<file path="src/rtl/bmp_pkg.sv">
// Shared constants, FSM state and error encodings for the BMP stream receiver.
package bmp_pkg;

    localparam int HDR_BYTES      = 56;
    localparam int BYTES_PER_WORD = 4;

    typedef enum logic [2:0] {
        S_IDLE,
        S_HEADER,
        S_PIXELS,
        S_DONE,
        S_ERROR
    } state_e;

    localparam logic [1:0] ERR_NONE       = 2'b00;
    localparam logic [1:0] ERR_BAD_SIZE   = 2'b01;
    localparam logic [1:0] ERR_SRC_SWITCH = 2'b10;
    localparam logic [1:0] ERR_TRUNCATED  = 2'b11;

    // A file must hold at least its header and must fit in the word-addressed buffer.
    function automatic logic size_out_of_range(input logic [31:0] fs,
                                               input int          hdr_bytes,
                                               input int          addr_w);
        logic [32:0] max_bytes;
        max_bytes = 33'(BYTES_PER_WORD) << addr_w;
        return (fs < 32'(hdr_bytes)) || ({1'b0, fs} > max_bytes);
    endfunction

endpackage

</file>
<file path="src/rtl/bmp_hdr_parse.sv">
// Captures the BMP size field, which straddles header words 0 and 1, and flags
// sizes the buffer cannot hold.
module bmp_hdr_parse #(
    parameter int ADDR_W    = 14,
    parameter int HDR_BYTES = 56
) (
    input  logic        clk,
    input  logic        reset,
    input  logic        cap_w0,
    input  logic        cap_w1,
    input  logic [15:0] w0_lo,
    input  logic [15:0] w1_hi,
    output logic [31:0] file_size,
    output logic        size_bad
);
    import bmp_pkg::*;

    logic [15:0] w0_q;
    logic [31:0] fs_new;

    assign fs_new   = {w0_q, w1_hi};
    assign size_bad = cap_w1 && size_out_of_range(fs_new, HDR_BYTES, ADDR_W);

    // A new image's first word also forgets the previous image's size.
    always_ff @(posedge clk) begin
        if (!reset) begin
            w0_q      <= '0;
            file_size <= '0;
        end else if (cap_w0) begin
            w0_q      <= w0_lo;
            file_size <= '0;
        end else if (cap_w1) begin
            file_size <= fs_new;
        end
    end

endmodule

</file>
<file path="src/rtl/bmp_master_rx.sv">
// BMP image stream receiver: writes each accepted word straight into the image
// buffer and tracks header/pixel phases. Optional pixel checksum: BMP_RX_CHECKSUM_EN.
module bmp_master_rx #(
    parameter int DATA_BUS_SIZE = 32,
    parameter int ADDR_W        = 14,
    parameter int HDR_BYTES     = bmp_pkg::HDR_BYTES
) (
    input  logic                     clk,
    input  logic                     reset,
    input  logic [DATA_BUS_SIZE-1:0] mstr_data,
    input  logic [1:0]               mstr_data_valid,
    input  logic                     mstr_cmplt,
    output logic                     mstr_ready,
    input  logic                     sink_en,
    output logic                     mem_wr_en,
    output logic [ADDR_W-1:0]        mem_wr_addr,
    output logic [DATA_BUS_SIZE-1:0] mem_wr_data,
    output logic [31:0]              file_size,
    output logic                     src_id,
    output logic [31:0]              byte_count,
    output logic                     rx_busy,
    output logic                     rx_done,
    output logic                     rx_err,
    output logic [1:0]               err_code
`ifdef BMP_RX_CHECKSUM_EN
    ,
    output logic [31:0]              pix_sum
`endif
);
    import bmp_pkg::*;

    state_e            state_q, state_d;
    logic [1:0]        err_d;
    logic [ADDR_W-1:0] widx_q;
    logic [ADDR_W-1:0] wr_addr;
    logic [31:0]       bc_after;

    logic can_take, accept, first_beat, in_img;
    logic src_bad, wr, hdr_wr;
    logic cap_w1, size_bad, size_err;
    logic hdr_end, fin;

    assign can_take   = sink_en && (state_q == S_IDLE || state_q == S_HEADER ||
                                    state_q == S_PIXELS);
    assign accept     = mstr_data_valid[0] && can_take;
    assign first_beat = accept && (state_q == S_IDLE);
    assign in_img     = (state_q == S_HEADER) || (state_q == S_PIXELS);

    // A beat from a different slave aborts the image and is never written.
    assign src_bad = accept && in_img && (mstr_data_valid[1] != src_id);
    assign wr      = accept && !src_bad;
    assign wr_addr = first_beat ? '0 : widx_q;
    assign bc_after = first_beat ? 32'(BYTES_PER_WORD)
                                 : byte_count + 32'(BYTES_PER_WORD);

    assign hdr_wr   = wr && (state_q == S_IDLE || state_q == S_HEADER);
    assign cap_w1   = hdr_wr && (state_q == S_HEADER) && (widx_q == ADDR_W'(1));
    assign size_err = cap_w1 && size_bad;

    // A header-sized file completes on its last header word; otherwise the
    // image ends in the pixel phase once the declared size is covered.
    assign hdr_end = wr && (state_q == S_HEADER) && (bc_after == 32'(HDR_BYTES));
    assign fin     = wr && in_img && (bc_after >= file_size) &&
                     ((state_q == S_PIXELS) || hdr_end);

    bmp_hdr_parse #(
        .ADDR_W    (ADDR_W),
        .HDR_BYTES (HDR_BYTES)
    ) u_hdr (
        .clk       (clk),
        .reset     (reset),
        .cap_w0    (first_beat),
        .cap_w1    (cap_w1),
        .w0_lo     (mstr_data[15:0]),
        .w1_hi     (mstr_data[31:16]),
        .file_size (file_size),
        .size_bad  (size_bad)
    );

    always_ff @(posedge clk) begin
        if (!reset) begin
            state_q    <= S_IDLE;
            err_code   <= ERR_NONE;
            byte_count <= '0;
            widx_q     <= '0;
            src_id     <= 1'b0;
        end else begin
            state_q  <= state_d;
            err_code <= err_d;
            if (wr) begin
                byte_count <= bc_after;
                widx_q     <= wr_addr + ADDR_W'(1);
            end
            if (first_beat)
                src_id <= mstr_data_valid[1];
        end
    end

    always_comb begin
        state_d = state_q;
        err_d   = err_code;
        case (state_q)
            S_IDLE: begin
                if (first_beat) begin
                    state_d = S_HEADER;
                    err_d   = ERR_NONE;
                end
            end
            S_HEADER, S_PIXELS: begin
                if (src_bad) begin
                    state_d = S_ERROR;
                    err_d   = ERR_SRC_SWITCH;
                end else if (size_err) begin
                    state_d = S_ERROR;
                    err_d   = ERR_BAD_SIZE;
                end else if (fin) begin
                    state_d = S_DONE;
                end else if (hdr_end) begin
                    state_d = S_PIXELS;
                end else if (mstr_cmplt) begin
                    state_d = S_ERROR;
                    err_d   = ERR_TRUNCATED;
                end
            end
            S_DONE:  state_d = S_IDLE;
            S_ERROR: if (mstr_cmplt) state_d = S_IDLE;
            default: state_d = S_IDLE;
        endcase
    end

    always_comb begin
        mstr_ready  = can_take;
        mem_wr_en   = wr;
        mem_wr_addr = wr_addr;
        mem_wr_data = mstr_data;
        rx_busy     = in_img;
        rx_done     = (state_q == S_DONE);
        rx_err      = (state_q == S_ERROR);
    end

`ifdef BMP_RX_CHECKSUM_EN
    always_ff @(posedge clk) begin
        if (!reset || first_beat)
            pix_sum <= '0;
        else if (wr && state_q == S_PIXELS)
            pix_sum <= pix_sum + mstr_data;
    end
`endif

endmodule

</file>
<file path="config.mk">
export PLATFORM = sky130hd
export DESIGN_NAME = bmp_master_rx
export DESIGN_NICKNAME = d
export VERILOG_FILES = /design/src/rtl/bmp_pkg.sv /design/src/rtl/bmp_hdr_parse.sv /design/src/rtl/bmp_master_rx.sv
export SDC_FILE = /design/constraint.sdc
export NUM_CORES = 1
export LEC_CHECK = 0
export BUFFER_PORTS_ARGS = -buffer_cell sky130_fd_sc_hd__buf_2
export CAP_MARGIN = 30
export CORE_MARGIN = 4
export CORE_UTILIZATION = 55
export DETAILED_ROUTE_END_ITERATION = 10
export PLACE_DENSITY = 0.79
export SLEW_MARGIN = 30
export SYNTH_ARGS = -nofsm -noshare
export SYNTH_HDL_FRONTEND = slang
export SYNTH_SLANG_ARGS = --single-unit
</file>
<file path="constraint.sdc">
create_clock -name clk -period 4 [get_ports clk]
set_clock_uncertainty 0.1 [all_clocks]
set_input_delay 0.2 -clock clk [delete_from_list [all_inputs] [get_ports clk]]
set_output_delay 0.2 -clock clk [all_outputs]
set_load 0.02 [all_outputs]
</file>
==> summary.txt <==
Outcome
  • Status: finished with violations
  • Failing checks: negative hold slack

Setup path
  • Worst path bufs/invs: 1
  • Reg2reg path depth: 13
  • Most Frequent Cell on Critical Path: a21oi_1
  • Req. time, crit path: 4.19 ns
  • Slowest cell on crit path: nor4_1
  • Crit path max fanout: 9
  • CP Launch Type: flip-flop
  • Critical path arrival: ~4 ns
  • Worst path max stage delay: 0.56 ns
  • Crit path capture type: flip-flop
  • CP top delay family: simple AND/OR/NAND/NOR gates
  • Worst Path Class, Setup: reg2reg
  • Crit path cell chain: nand4_1 -> nor4_1 -> mux2i_2 -> ha_1 -> a21oi_1 -> o21ai_0 -> a221oi_1 -> o22ai_1 -> a21oi_1 -> nor4_2 -> buf_4 -> or3_1 -> a21boi_1
  • Cell count along the critical path: 13

Die
  • Die ar.: 0.0136 mm²
  • Initial Utilization: 56.5%
  • Core area: between 0.01 and 0.015 mm²
  • Site row count: 39
  • I/O pins: 156
  • Die Height: 117 µm
  • Die Width: 117 µm

Synthesis
  • Synth warn: 0
  • Mapped Area: 0.00648 mm²
  • Synth Net Count: 919
  • FF+latch count, synth: 100
  • Cells after Synth: 847
  • Sequential share of the synthesized area: 30.9%
  • Ys async rst share: 0%
  • Synth cell types: between 60 and 70
  • Post-synthesis average cell area: 7.65 µm²
  • Number of synthesized flops with an enable pin: 0
  • Most used DFF post-synth: dfxtp_1

Drt
  • Drt drc: 0
  • Final WL: 19,100 µm
  • Drt via density: between 5 and 6
  • Routed wire per std cell: 16.9 µm
  • Final ANT Viol Nets: 0
  • Drt first pass iters: 5
  • Drt initial violations: 502
  • Routed vias: 6,497

STA
  • Relative slew slack: 49.5%
  • RSZ-0062 raised after global routing: false
  • Worst hold slack: -0.000894 ns
  • Final-report hold violation count: 1
  • Setup violators final: 0
  • Tightest Pin Transition: 0.748 ns
  • Max Fclk: 262 MHz
  • Count of pins over their slew limit: 0
  • Setup_tns: 0 ns
  • Final critical-path share of the clock period: 95.4%
  • Min Tclk post-route: 3.82 ns

Global route
  • Global-route usage over all layers: 27.8%
  • First-pass GRT wire length: 30,300 µm
  • Initial antenna violation count: 0
  • Vias in the first global route: 6,048
  • GRT overflow: 0
  • Largest net degree at the start of global routing: 70

Worst hold path
  • Worst hold path stage count: 3
  • Hold Crit Class: in2reg

Clock network
  • Htree depth: 3
  • Clock buffer depth: 2
  • CTS tree: done
  • Sink Count: 100
  • Clock root buffer: clkbuf_16
  • Postcts setup bufs: 0
  • Clock latency on the worst-skew pair: 0.36 ns
  • Clock slew at the register clock pins of the worst setup and hold paths: 0.07 ns
  • TritonCTS Buffers: 9

Run
  • Max Cap Viol: 0

Final layout
  • Nets: 1,049
  • Layout cells sized above 1: 24.9%
  • Antenna cells: 0
  • Commonest non-fill, non-tap cell in the layout: nand2_1
  • Layout Area Growth over Synthesis: 18.8%
  • Most frequent cells in the layout: nand2_1 (156), buf_2 (155), dfxtp_1 (93)
  • Fillers: 1,032

Power and ir drop
  • P_leak: around 3.2 nW
  • PwrDens: 287 mW/mm²
  • Peak VDD IR: around 0.32 mV
  • Pwr Total: 0.00221 W

Placed design
  • PortBufs: 155
  • Routability congestion estimate: 0.918
  • Hpwl dp: ~14,000 µm
==> synthesized netlist by cell type, types with 9 or more instances <==
library cell,instances,area [µm²]
and3_1,13,81.3
dfxtp_1,100,2000
buf_4,33,248
nand2_1,157,589
nand4_1,18,113
xnor2_1,23,201
a21boi_0,45,338
o21ai_0,43,215
mux2i_1,11,110
nor4_1,18,113
nor3_1,9,45.0
clkbuf_1,35,131
a21oi_1,50,250
buf_2,11,55.1
ha_1,34,425
nor2_1,44,165
inv_1,47,176
xor2_1,10,87.6
and2_1,24,150
nand3_1,22,110
==> final cells by class <==
| cell class | count | area [µm²] | area share, % |
|---|---|---|---|
| multi-input combinational | 618 | 3890 | 50.5 |
| sequential | 100 | 2010 | 26.1 |
| timing repair buffer | 200 | 1140 | 14.8 |
| clock buffer | 10 | 229 | 2.97 |
| inverter | 48 | 180 | 2.34 |
| tap | 143 | 179 | 2.32 |
| clock inverter | 6 | 68.8 | 0.894 |
==> path summary, 6_finish.rpt <==
check | startpoint | endpoint | slack, ns
min | mstr_data[11] | u_hdr.w0_q[11]$_SDFFE_PN0P_ | -0.0009
max | byte_count[14]$_SDFFE_PN0P_ | state_q[1]$_SDFFE_PN0P_ | 0.18
max reg2reg | byte_count[14]$_SDFFE_PN0P_ | state_q[1]$_SDFFE_PN0P_ | 0.18
min reg2reg | err_code[0]$_SDFFE_PN0P_ | err_code[0]$_SDFFE_PN0P_ | 0.36
==> cell families (layout without fill, tap and decap cells) <==
group | after synthesis | count (layout) | share of synthesized area (%)
fa+ha+maj | 34 | 34 | 6.57
simple gates | 354 | 354 | 27.8
flops | 100 | 100 | 30.9
compound gates | 186 | 186 | 18.9
mux | 11 | 11 | 1.70
buf+inv | 129 | 264 | 9.60
xor+xnor | 33 | 33 | 4.46
==> stage by stage <==
stage	utilization (%)	hold slack [ns]	setup WS, ns	instance area [µm²]	instances
2_1_floorplan	-	0.236	0.215	6480	847
3_3_place_gp	63.8	0.348	0.280	7310	1103
3_5_place_dp	63.8	0.349	0.191	7310	1103
4_1_cts	66.9	0.000393	0.175	7670	1125
5_1_grt	67.1	0.00445	0.00199	7700	1125
6_report	67.1	-0.000894	0.183	7700	1125
==> flip-flops by register name, summed over array words and instances (netlist names) <==
name             count
u_hdr.w0_q          16
state_q              3
err_code             2
widx_q              14
u_hdr.file_size     32
src_id               1
byte_count          32
==> power by group <==
group          leakage [nW]  total [W]  switching [W]  internal [W]
combinational          2.28   0.000282       0.000185     0.0000975
clock                 0.149   0.000904       0.000411      0.000493
sequential            0.811    0.00103      0.0000156       0.00101
==> per-layer routing <==
metal | track usage, % | share of wire (%) | wire [µm] | vias up
li1 | - | - | - | 3165
met1 | 39.6 | 45 | 8630 | 3053
met2 | 43.4 | 46 | 8750 | 261
met3 | 5.18 | 7.6 | 1450 | 18
met4 | 7.57 | 1.3 | 244 | 0
met5 | 0 | 0 | 0 | -
==> worst min-delay path, delay by kind of cell <==
family                 cells  cell delay [ns]
buffers and inverters      1             0.10
AO/OA/AOI/OAI              1             0.06
AND/OR/NAND/NOR            1             0.04
==> what timing repair did <==
item	4_1_cts	5_1_grt
resized for setup	0	12
setup endpoints to repair	0	4
endpoints found under the hold margin	6	0
hold buffers	6	0
Note: power is estimated with default switching activity, not from simulation.
